$ cat src/rtl/booth_seq_mul_if.sv
// booth_seq_mul_if
// Handshake and data bundle for the sequential Booth multiplier.
//   start : request a multiply (driven by master)
//   a, b  : signed multiplicand / multiplier (driven by master)
//   sgn   : 1 = signed, 0 = unsigned operands (only with BOOTH_UNSIGNED_EN)
//   busy  : operation in progress (driven by slave)
//   done  : one-cycle pulse when c takes a new result (driven by slave)
//   c     : 2*WIDTH-bit product (driven by slave)
// Optional feature macro: BOOTH_UNSIGNED_EN (adds the sgn signal).
interface booth_seq_mul_if #(
    parameter int WIDTH = 4
);
    logic                   start;
    logic [WIDTH-1:0]       a;
    logic [WIDTH-1:0]       b;
`ifdef BOOTH_UNSIGNED_EN
    logic                   sgn;
`endif
    logic                   busy;
    logic                   done;
    logic [2*WIDTH-1:0]     c;

    modport master (
`ifdef BOOTH_UNSIGNED_EN
        output sgn,
`endif
        output start,
        output a,
        output b,
        input  busy,
        input  done,
        input  c
    );

    modport slave (
`ifdef BOOTH_UNSIGNED_EN
        input  sgn,
`endif
        input  start,
        input  a,
        input  b,
        output busy,
        output done,
        output c
    );
endinterface

$ cat src/rtl/booth_seq_mul.sv
// booth_seq_mul
// Multi-cycle radix-2 Booth multiplier: one Booth step per clock.
// Ports:
//   clk  : clock, rising edge
//   rst  : synchronous active-high reset
//   bus  : booth_seq_mul_if.slave (start, a, b, [sgn], busy, done, c)
// Optional feature macro: BOOTH_UNSIGNED_EN
//   defined   -> sgn selects signed (WIDTH steps) or unsigned (WIDTH+1 steps)
//   undefined -> signed only, WIDTH steps
// An operation takes N steps after the accept edge, then one DONE cycle, so
// back-to-back operations with start held high repeat every N+1 cycles.
module booth_seq_mul #(
    parameter int WIDTH = 4
) (
    input  logic            clk,
    input  logic            rst,
    booth_seq_mul_if.slave  bus
);

`ifdef BOOTH_UNSIGNED_EN
    // Extra bit on Q and M lets unsigned operands be treated as positive
    // signed (WIDTH+1)-bit values; A needs one more bit above that.
    localparam int AW = WIDTH + 2;
    localparam int QW = WIDTH + 1;
`else
    localparam int AW = WIDTH + 1;
    localparam int QW = WIDTH;
`endif
    localparam int CW = $clog2(WIDTH + 2);
    localparam int PW = 2 * WIDTH;

    typedef enum logic [1:0] {
        ST_IDLE = 2'd0,
        ST_RUN  = 2'd1,
        ST_DONE = 2'd2
    } state_t;

    state_t             state_r;
    logic [CW-1:0]      cnt_r;
    logic [AW-1:0]      m_r;
    logic [AW-1:0]      acc_r;
    logic [QW-1:0]      q_r;
    logic               qm1_r;
    logic               busy_r;
    logic               done_r;
    logic [PW-1:0]      c_r;
`ifdef BOOTH_UNSIGNED_EN
    logic               sgn_r;
`endif

    logic [AW-1:0]      sum_s;
    logic [AW-1:0]      acc_nxt_s;
    logic [QW-1:0]      q_nxt_s;
    logic [AW+QW-1:0]   full_s;
    logic [PW-1:0]      prod_s;
    logic [AW-1:0]      m_load_s;
    logic [QW-1:0]      q_load_s;
    logic [CW-1:0]      n_load_s;

    // Operand extension and iteration count chosen at accept time.
    always_comb begin
`ifdef BOOTH_UNSIGNED_EN
        q_load_s = {1'b0, bus.b};
        if (bus.sgn) begin
            m_load_s = {{2{bus.a[WIDTH-1]}}, bus.a};
            n_load_s = CW'(WIDTH);
        end else begin
            m_load_s = {2'b00, bus.a};
            n_load_s = CW'(WIDTH + 1);
        end
`else
        q_load_s = bus.b;
        m_load_s = {bus.a[WIDTH-1], bus.a};
        n_load_s = CW'(WIDTH);
`endif
    end

    // One Booth step: add/subtract M on {Q0,q-1}, then arithmetic shift right.
    always_comb begin
        sum_s = acc_r;
        case ({q_r[0], qm1_r})
            2'b01:   sum_s = acc_r + m_r;
            2'b10:   sum_s = acc_r - m_r;
            default: sum_s = acc_r;
        endcase
        {acc_nxt_s, q_nxt_s} = {sum_s[AW-1], sum_s, q_r[QW-1:1]};
        full_s = {acc_nxt_s, q_nxt_s};
`ifdef BOOTH_UNSIGNED_EN
        // In signed mode only WIDTH of the WIDTH+1 Q bits are consumed, so the
        // unused zero top bit of Q ends up in Q[0] and the product sits one up.
        if (sgn_r) begin
            prod_s = full_s[PW:1];
        end else begin
            prod_s = full_s[PW-1:0];
        end
`else
        prod_s = full_s[PW-1:0];
`endif
    end

    // Control FSM, datapath registers and registered outputs.
    always_ff @(posedge clk) begin
        if (rst) begin
            state_r <= ST_IDLE;
            cnt_r   <= {CW{1'b0}};
            m_r     <= {AW{1'b0}};
            acc_r   <= {AW{1'b0}};
            q_r     <= {QW{1'b0}};
            qm1_r   <= 1'b0;
            busy_r  <= 1'b0;
            done_r  <= 1'b0;
            c_r     <= {PW{1'b0}};
`ifdef BOOTH_UNSIGNED_EN
            sgn_r   <= 1'b1;
`endif
        end else begin
            case (state_r)
                ST_IDLE, ST_DONE: begin
                    done_r <= 1'b0;
                    if (bus.start) begin
                        m_r     <= m_load_s;
                        q_r     <= q_load_s;
                        acc_r   <= {AW{1'b0}};
                        qm1_r   <= 1'b0;
                        cnt_r   <= n_load_s;
`ifdef BOOTH_UNSIGNED_EN
                        sgn_r   <= bus.sgn;
`endif
                        busy_r  <= 1'b1;
                        state_r <= ST_RUN;
                    end else begin
                        busy_r  <= 1'b0;
                        state_r <= ST_IDLE;
                    end
                end
                ST_RUN: begin
                    acc_r <= acc_nxt_s;
                    q_r   <= q_nxt_s;
                    qm1_r <= q_r[0];
                    cnt_r <= cnt_r - CW'(1);
                    if (cnt_r == CW'(1)) begin
                        c_r     <= prod_s;
                        done_r  <= 1'b1;
                        busy_r  <= 1'b0;
                        state_r <= ST_DONE;
                    end else begin
                        done_r  <= 1'b0;
                        busy_r  <= 1'b1;
                        state_r <= ST_RUN;
                    end
                end
                default: begin
                    busy_r  <= 1'b0;
                    done_r  <= 1'b0;
                    state_r <= ST_IDLE;
                end
            endcase
        end
    end

    assign bus.busy = busy_r;
    assign bus.done = done_r;
    assign bus.c    = c_r;

endmodule
$ cat src/flat_wrapper.sv
// flat-port wrapper written by rule: the top's interface ports become plain ports
module booth_seq_mul_flat 
#(
    parameter int WIDTH = 4
)
  (clk, rst, bus_start, bus_a, bus_b, bus_busy, bus_done, bus_c);
  booth_seq_mul_if #(.WIDTH(WIDTH)) bus_i ();
  input  logic clk;
  input  logic rst;
  input wire logic [$bits(bus_i.start)-1:0] bus_start;
  input wire logic [$bits(bus_i.a)-1:0] bus_a;
  input wire logic [$bits(bus_i.b)-1:0] bus_b;
  output wire logic [$bits(bus_i.busy)-1:0] bus_busy;
  output wire logic [$bits(bus_i.done)-1:0] bus_done;
  output wire logic [$bits(bus_i.c)-1:0] bus_c;
  assign bus_i.start = bus_start;
  assign bus_i.a = bus_a;
  assign bus_i.b = bus_b;
  assign bus_busy = bus_i.busy;
  assign bus_done = bus_i.done;
  assign bus_c = bus_i.c;
  booth_seq_mul #(.WIDTH(WIDTH)) u_core (.clk(clk), .rst(rst), .bus(bus_i));
endmodule
$ cat config.mk
export PLATFORM = sky130hd
export DESIGN_NAME = booth_seq_mul_flat
export DESIGN_NICKNAME = d
export VERILOG_FILES = /design/src/rtl/booth_seq_mul_if.sv /design/src/rtl/booth_seq_mul.sv /design/src/flat_wrapper.sv
export SDC_FILE = /design/constraint.sdc
export NUM_CORES = 1
export LEC_CHECK = 0
export CORE_MARGIN = 1
export CORE_UTILIZATION = 47
export CTS_BUF_LIST = sky130_fd_sc_hd__clkbuf_16
export DETAILED_ROUTE_END_ITERATION = 16
export PLACE_DENSITY_LB_ADDON = 0.15
export SLEW_MARGIN = 20
export SYNTH_ARGS = -nofsm -noshare
export SYNTH_HDL_FRONTEND = slang
export SYNTH_SLANG_ARGS = --single-unit
$ cat constraint.sdc
create_clock -name clk -period 6.25 [get_ports clk]
set_input_delay 0.625 -clock clk [delete_from_list [all_inputs] [get_ports clk]]
set_output_delay 0.625 -clock clk [all_outputs]
set_load 0.005 [all_outputs]
# Yosys cells after proc, flatten, opt, wreduce, memory -nomap -nowiden
# Index checks and enable logic that the tools add are counted.
dict set report word_totals {
  register_bits 29
  output_inout_bits 10
  word_cells 42
}
dict set report op_classes {
  add_sub_neg 3
  n_eq_ne 6
  muxes 16
  bitwise 1
  n_reduce_logical 7
}
# operator count
set op_table {}
lappend op_table {{case mux 5 bit (2 select lines)} 2}
lappend op_table {{case mux 4 bit (2 select lines)} 1}
lappend op_table {{case mux 3 bit (2 select lines)} 1}
lappend op_table {{AND reduction 2 bit} 3}
lappend op_table {{adder 5 bit} 1}
lappend op_table {{two-way mux 1 bit} 5}
lappend op_table {{two-way mux 5 bit} 1}
lappend op_table {{subtractor 5 bit} 1}
lappend op_table {{equality test 2 x 1 -> 1 bit, second input constant} 2}
lappend op_table {{equality test 2 bit, second input constant} 2}
lappend op_table {{two-way mux 4 bit} 1}
lappend op_table {{case mux 1 bit (2 select lines)} 2}
lappend op_table {{case mux 2 bit (2 select lines)} 1}
lappend op_table {{OR reduction 2 bit} 2}
lappend op_table {{equality test 3 x 1 -> 1 bit, second input constant} 1}
lappend op_table {{two-way mux 3 bit} 1}
lappend op_table {{subtractor 3 x 1 -> 3 bit, second input constant} 1}
lappend op_table {{zero test 2 bit} 1}
lappend op_table {{two-way mux 2 bit} 1}
lappend op_table {{inequality test 2 bit, second input constant} 1}
lappend op_table {{nonzero test 2 bit} 1}
lappend op_table {{inverter 1 bit} 1}

# Depth between registers and ports, before layout
# Gate-level depths: netlist of the first run.
dict set report logic_depth {
  depth_word 4
  ltp_mapped 10
  ltp_nobuf 10
}

# Least setup slack after synthesis of the first run
# No wires, ideal clock.
dict set report synth_path {
  kind {register to register}
  start {register u_core.m_r[0]}
  end {register u_core.c_r[7] (netlist: u_core.bus.c[7])}
  setup_ns 0.091
  t_arrival_ns 2.294
  path_slack_ns 3.865
  path_stages_with_launch 10
  path_buffers 0
  path_cell_list {dfxtp_1 -> inv_1 -> ha_1 -> mux2_2 -> fa_1 -> nand2b_1 -> a21oi_2 -> xnor2_1 -> or3_1 -> a311oi_1}
}
dict set report synth_via {
  elab_chain_cells 2
  word_cells_on_any_way 3
}
# element line_no
set synth_lines {}
lappend synth_lines {{start: declaration} booth_seq_mul.sv:40} ;# logic [AW-1:0] m_r;
lappend synth_lines {{start signal: assignment} booth_seq_mul.sv:106} ;# m_r <= {AW{1'b0}};
lappend synth_lines {{start signal: assignment} booth_seq_mul.sv:121} ;# m_r <= m_load_s;
lappend synth_lines {{subtractor 5 bit / adder 5 bit (equally long branches)} {booth_seq_mul.sv:83, booth_seq_mul.sv:82}}
lappend synth_lines {{case mux 5 bit (2 select lines) *} booth_seq_mul.sv:81} ;# case ({q_r[0], qm1_r})
lappend synth_lines {{end signal: assignment} booth_seq_mul.sv:112} ;# c_r <= {PW{1'b0}};
lappend synth_lines {{end signal: assignment} booth_seq_mul.sv:142} ;# c_r <= prod_s;
lappend synth_lines {{end: declaration} booth_seq_mul.sv:46} ;# logic [PW-1:0] c_r;
# Every way passes the cells marked *; elsewhere a longest branch is shown, timed or not.
# A chain may end at the register's enable or synchronous reset.

# Worst setup path after layout of the first run
# Ends and elaborated chain as after synthesis.

==> results of run 1 <==
flip-flops by register name, summed over array words and instances, names as in the netlist:
register	flops
u_core.bus.c	8
u_core.acc_r	4
u_core.m_r	4
u_core.q_r	4
u_core.cnt_r	3
u_core.state_r	2
u_core.bus.done	1
u_core.qm1_r	1
final timing paths:
kind	end	start	depth (start not counted)	slack (ps)
setup reg to reg	u_core.bus.c[7]	u_core.m_r[0]	9	3670
hold reg to reg	u_core.bus.c[4]	u_core.bus.c[4]	2	450
setup / recovery	u_core.bus.c[7]	u_core.m_r[0]	9	3670
hold / removal	u_core.bus.c[4]	u_core.bus.c[4]	2	450
per-stage QoR:
| step | hold slack (ps) | util [%] | cells |
|---|---|---|---|
| detailed placement | 445 | 59.4 | 203 |
| finish | 452 | 62.7 | 207 |
| global route | 466 | 62.7 | 207 |
| global placement | 442 | 59.4 | 203 |
| CTS | 455 | 62.7 | 207 |
| floorplan | 445 | - | 162 |
placed cells by master (no fill, tap or decap), types with 2 or more instances in the layout:
cell type and instances:
a21oi_1 15, a21oi_2 2, a22oi_1 3, a311oi_1 5, clkbuf_16 3, clkdlybuf4s50_1 20
dfxtp_1 27, ha_1 8, inv_1 9, mux2i_1 2, nand2_1 27, nand2b_1 5
nor2_1 22, nor2b_1 3, nor3_1 3, o21ai_0 3, or3_1 2, xnor2_1 3
xor2_1 2
logic make-up after synthesis:
group | count (synthesis) | share of synthesized area, %
AND/OR/NAND/NOR | 66 | 21.9
AO/OA/AOI/OAI | 34 | 16.7
flip-flops | 27 | 41.3
buffers and inverters | 18 | 5.25
adder cells (fa/ha/maj) | 9 | 9.17
XOR/XNOR | 5 | 3.34
multiplexers | 3 | 2.39
synthesized netlist by cell type:
| cell type | instances |
|---|---|
| xnor2_1 | 3 |
| a211oi_1 | 1 |
| fa_1 | 1 |
| or3_1 | 2 |
| a31oi_1 | 1 |
| o2bb2a_1 | 1 |
| o21ai_0 | 3 |
| o211ai_1 | 1 |
| nor2b_1 | 3 |
| mux2i_1 | 2 |
| a21oi_1 | 15 |
| nand2b_1 | 5 |
| mux2_2 | 1 |
| a21oi_2 | 2 |
| buf_2 | 1 |
| nand2_1 | 27 |
| ha_1 | 8 |
| dfxtp_1 | 27 |
| a311oi_1 | 5 |
| or4_1 | 1 |
| xor2_1 | 2 |
| nand3_1 | 1 |
| a22oi_1 | 3 |
| buf_1 | 2 |
| or2_2 | 1 |
| o22ai_1 | 1 |
| and2_1 | 1 |
| o21a_1 | 1 |
| nor2_1 | 22 |
| clkbuf_1 | 6 |
| nor3_1 | 3 |
| inv_1 | 9 |
layout make-up:
class | count | area [µm²] | share of cell area (%)
clock buffers | 3 | 75.1 | 4.71
clock inverters | 1 | 7.51 | 0.471
inverters | 9 | 33.8 | 2.12
multi-input cells | 117 | 701 | 43.9
flip-flops and latches | 27 | 541 | 33.9
well taps | 30 | 37.5 | 2.35
repair buffers | 20 | 200 | 12.5
critical path, cell delays in order (launching register included):
cell and delay, ps:
dfxtp_1 370, inv_1 60, ha_1 280, mux2_2 300, fa_1 470, nand2b_1 180
a21oi_2 130, xnor2_1 120, or3_1 310, a311oi_1 250
power breakdown:
group          internal (mW)  total (mW)  switching (mW)
Combinational         0.0411      0.0909          0.0497
Sequential             0.182       0.190         0.00795
Clock                 0.0871       0.149          0.0618
Total                  0.310       0.430           0.119
layer usage:
layer / wire, µm / vias to the layer above / GRT usage (%)
li1: - / 571 / -
met1: 1210 / 517 / 24.2
met2: 1280 / 24 / 33.7
met3: 103 / 5 / 4.17
met4: 46 / 0 / 9.40
met5: 0 / - / 0
==> impl_metrics.env, run 1 <==
export IMPL_status="finished, final reports clean"
export IMPL_yosysTopAreaCellShare_pct=41.3
export IMPL_cts_setup_buffers=0
export IMPL_syn_num_nets=182
export IMPL_cts_root_buf="clkbuf_16"
export IMPL_hold_viol_final=0
export IMPL_clk_pin_slew_ps=70
export IMPL_coreArea_mm2=0.00254
export IMPL_gp_congestion=0.843
export IMPL_cts_max_level=1
export IMPL_cp_arrival_ps=2740
export IMPL_finalCritPeriodShare_pct=41.2
export IMPL_ys_types=32
export IMPL_ys_seq_elements=27
export IMPL_drc=0
export IMPL_dpl_cell_area_mm2=0.00151
export IMPL_drt_iter0_drc=20
export IMPL_die_w_um=54.8
export IMPL_p_per_area_mw_per_mm2=269
export IMPL_cts_tree="built"
export IMPL_min_path_type="flop to flop"
export IMPL_yosys_warnings=0
export IMPL_wl_per_cell_um=12.7
export IMPL_nFillCells=231
export IMPL_setup_ws_ps=3670
export IMPL_dpl_hpwl_mm=1.90
export IMPL_endpoint_kind="flop"
export IMPL_power_leakage_nw=0.580
export IMPL_via_count=1117
export IMPL_cts_path_max_buffers=2
export IMPL_grt_pass1_wl_mm=4.16
export IMPL_syn2layout_area_growth_pct=21.8
export IMPL_syn_inst=162
export IMPL_yosysTopAreaCell="dfxtp_1"
export IMPL_cts_sinks=27
export IMPL_pre_cts_slack_ps=3730
export IMPL_syn_area_per_cell_um2=8.09
export IMPL_antenna_found_initial=0
export IMPL_grt_usage_pct=20.1
export IMPL_start_util_pct=51.5
export IMPL_worstPathMaxFanout=4
export IMPL_final_setup_tns_ps=0
export IMPL_critPathRequiredTime_ps=6410
export IMPL_ios=21
export IMPL_ant_nets=0
export IMPL_ir_drop_v=0.000182
export IMPL_synth_seq_area_share_pct=41.3
export IMPL_cts_buffers=3
export IMPL_first_global_vias=933
export IMPL_die_h_um=54.8
export IMPL_rsz0062_at_grt="no"
export IMPL_skew_ps=2.63
export IMPL_totalWireLength_mm=2.64
export IMPL_max_slew_margin_pct=38.0
export IMPL_drive_above_1_share_pct=4.52
export IMPL_firstDrtPassIters=5
export IMPL_yosys_top_cells_area="dfxtp_1 41%, nand2_1 7.7%, ha_1 7.6%"
export IMPL_grt_ovfl_total=0
export IMPL_clk_insertion_delay_late_ps=270
export IMPL_final_cell_area_mm2=0.00160
export IMPL_rows=18
export IMPL_dieArea_mm2=0.00300
export IMPL_path_class="flop to flop"
export IMPL_fin_crit_ps=2580
export IMPL_power_mw=0.430
export IMPL_nets=198
export IMPL_max_clock_freq_mhz=388
export IMPL_cap_viol_max_count=0
export IMPL_cts_resized=0
export IMPL_vias_per_cell=5.40
export IMPL_synthesis_area_mm2=0.00131
export IMPL_tightestPinTransition_ps=928
export IMPL_grt_start_max_net_pins=28
export IMPL_critPathLaunchType="flop"
export IMPL_num_antenna_cells=0
export IMPL_portBuffers=20
export IMPL_setup_viol_count_final=0
export IMPL_cts_hold_buf=0
export IMPL_drv_slew=0
Power figures use the tool's default switching activity.
==> run 2: changes to the inputs <==
==> constraint.sdc (replaced) <==
create_clock -name clk -period 2.35 [get_ports clk]
set_input_delay 0.235 -clock clk [delete_from_list [all_inputs] [get_ports clk]]
set_output_delay 0.235 -clock clk [all_outputs]
set_load 0.005 [all_outputs]
==> impl_metrics.env, run 2 (synthesis gave the netlist of run 1 again) <==
export IMPL_cap_viol_max_count=0
export IMPL_path_class="flop to flop"
export IMPL_die_h_um=54.8
export IMPL_mostFrequentLayoutCells="27 x nand2_1, 23 x dfxtp_1, 20 x clkdlybuf4s50_1, 18 x nor2_1, 15 x a21oi_1"
export IMPL_via_count=1150
export IMPL_vias_per_cell=5.37
export IMPL_die_w_um=54.8
export IMPL_drt_iter0_drc=13
export IMPL_min_path_type="flop to flop"
export IMPL_max_clock_freq_mhz=438
export IMPL_endpoint_kind="flop"
export IMPL_pre_cts_slack_ps=-52.7
export IMPL_max_slew_margin_pct=53.7
export IMPL_totalWireLength_mm=2.92
export IMPL_drc=0
export IMPL_grt_start_max_net_pins=28
export IMPL_ir_drop_v=0.000476
export IMPL_cts_max_level=1
export IMPL_tightestPinTransition_ps=692
export IMPL_status="finished, final reports clean"
export IMPL_first_global_vias=1011
export IMPL_start_util_pct=51.5
export IMPL_cts_tree="built"
export IMPL_hold_depth=2
export IMPL_cts_sinks=27
export IMPL_rows=18
export IMPL_num_antenna_cells=0
export IMPL_ios=21
export IMPL_finalCritPeriodShare_pct=97.1
export IMPL_p_per_area_mw_per_mm2=702
export IMPL_place_inst=210
export IMPL_grt_pass1_wl_mm=4.57
export IMPL_layout_cells_non_filler=214
export IMPL_largest_register_ff_count=8
export IMPL_reg2reg_depth=9
export IMPL_wl_per_cell_um=13.6
export IMPL_dpl_hpwl_mm=2.07
export IMPL_firstDrtPassIters=4
export IMPL_clk_insertion_delay_late_ps=260
export IMPL_hold_viol_final=0
export IMPL_setup_viol_count_final=0
export IMPL_syn2layout_area_growth_pct=30.3
export IMPL_worstPathMaxFanout=4
export IMPL_fin_crit_ps=2280
export IMPL_nets=205
export IMPL_critPathLaunchType="flop"
export IMPL_drive_above_1_share_pct=16.3
export IMPL_dieArea_mm2=0.00300
export IMPL_setup_ws_ps=68.1
export IMPL_clk_pin_slew_ps=70
export IMPL_rrSetupSlack_ps=70
export IMPL_grt_ovfl_total=0
export IMPL_cp_arrival_ps=2450
export IMPL_coreArea_mm2=0.00254
export IMPL_grt_usage_pct=21.7
export IMPL_power_leakage_nw=0.630
export IMPL_cts_path_max_buffers=2
export IMPL_critPathRequiredTime_ps=2520
export IMPL_cts_root_buf="clkbuf_16"
export IMPL_drv_slew=0
export IMPL_portBuffers=20
export IMPL_cts_hold_buf=0
export IMPL_power_mw=1.20
export IMPL_gp_congestion=0.841
export IMPL_ant_nets=0
export IMPL_final_common_cell="nand2_1"
export IMPL_cts_buffers=3
export IMPL_skew_ps=4.82
export IMPL_antenna_found_initial=0
-- run 2: changes by cell type in the layout (fill, tap and decap cells not counted), sizes merged --
| cell | change |
|---|---|
| buf | +7 |
-- run 2: repair_timing --
item,in CTS,in global routing
setup endpoints to repair,2,2
resized for setup,5,11
pin swaps,4,3
setup buffers,0,0
-- run 2: critical path, stage by stage, from the launching register on --
cell and delay, ps:
dfxtp_2 340, inv_2 40, ha_4 220, mux2_4 280, fa_2 350, nand2b_4 160, a21oi_4 160, xnor2_2 90
or3_1 320, a311oi_1 230
-- run 2: per-layer routing --
metal / track usage (%) / vias up / routed length [µm]
li1: - / 586 / -
met1: 26.1 / 533 / 1240
met2: 38.8 / 29 / 1570
met3: 4.44 / 2 / 100
met4: 5.13 / 0 / 6
met5: 0 / - / 0
-- run 2: final cells by class --
class	instances	area [µm²]
Timing Repair Buffer	27	253
Clock inverter	1	7.51
Clock buffer	3	75.1
Fill cell	219	838
Sequential cell	27	546
Inverter	9	33.8
Multi-Input combinational cell	117	754
Tap cell	30	37.5
-- run 2: power breakdown --
group,switching (mW),internal (mW)
registers,0.0206,0.484
logic,0.156,0.145
clock network,0.161,0.231
-- run 2: per-stage QoR --
step / setup TNS [ps] / util (%) / area [µm²] / hold slack, ps
2_1_floorplan: 0 / - / 1310 / 371
3_3_place_gp: 0 / 61.6 / 1570 / 441
3_5_place_dp: -78.0 / 61.6 / 1570 / 446
4_1_cts: 0 / 65.9 / 1680 / 456
5_1_grt: -3.71 / 67.1 / 1710 / 471
6_report: 0 / 67.1 / 1710 / 456
-- run 2: final timing paths --
| path | start | end |
|---|---|---|
| worst min register to register | u_core.bus.c[0] | u_core.bus.c[0] |
| worst max-delay path | u_core.m_r[0] | u_core.bus.c[7] |
| worst min-delay path | u_core.bus.c[0] | u_core.bus.c[0] |
| worst max register to register | u_core.m_r[0] | u_core.bus.c[7] |
==> run 3: changes to the inputs <==
--- a/config.mk
+++ b/config.mk
@@ -9,6 +9,7 @@
 export CORE_UTILIZATION = 47
 export CTS_BUF_LIST = sky130_fd_sc_hd__clkbuf_16
 export DETAILED_ROUTE_END_ITERATION = 16
+export GPL_TIMING_DRIVEN = 1
 export PLACE_DENSITY_LB_ADDON = 0.15
 export SLEW_MARGIN = 20
 export SYNTH_ARGS = -nofsm -noshare
==> results of run 3 <==
The final DEF is identical to that of run 2; final timing and power are the same.
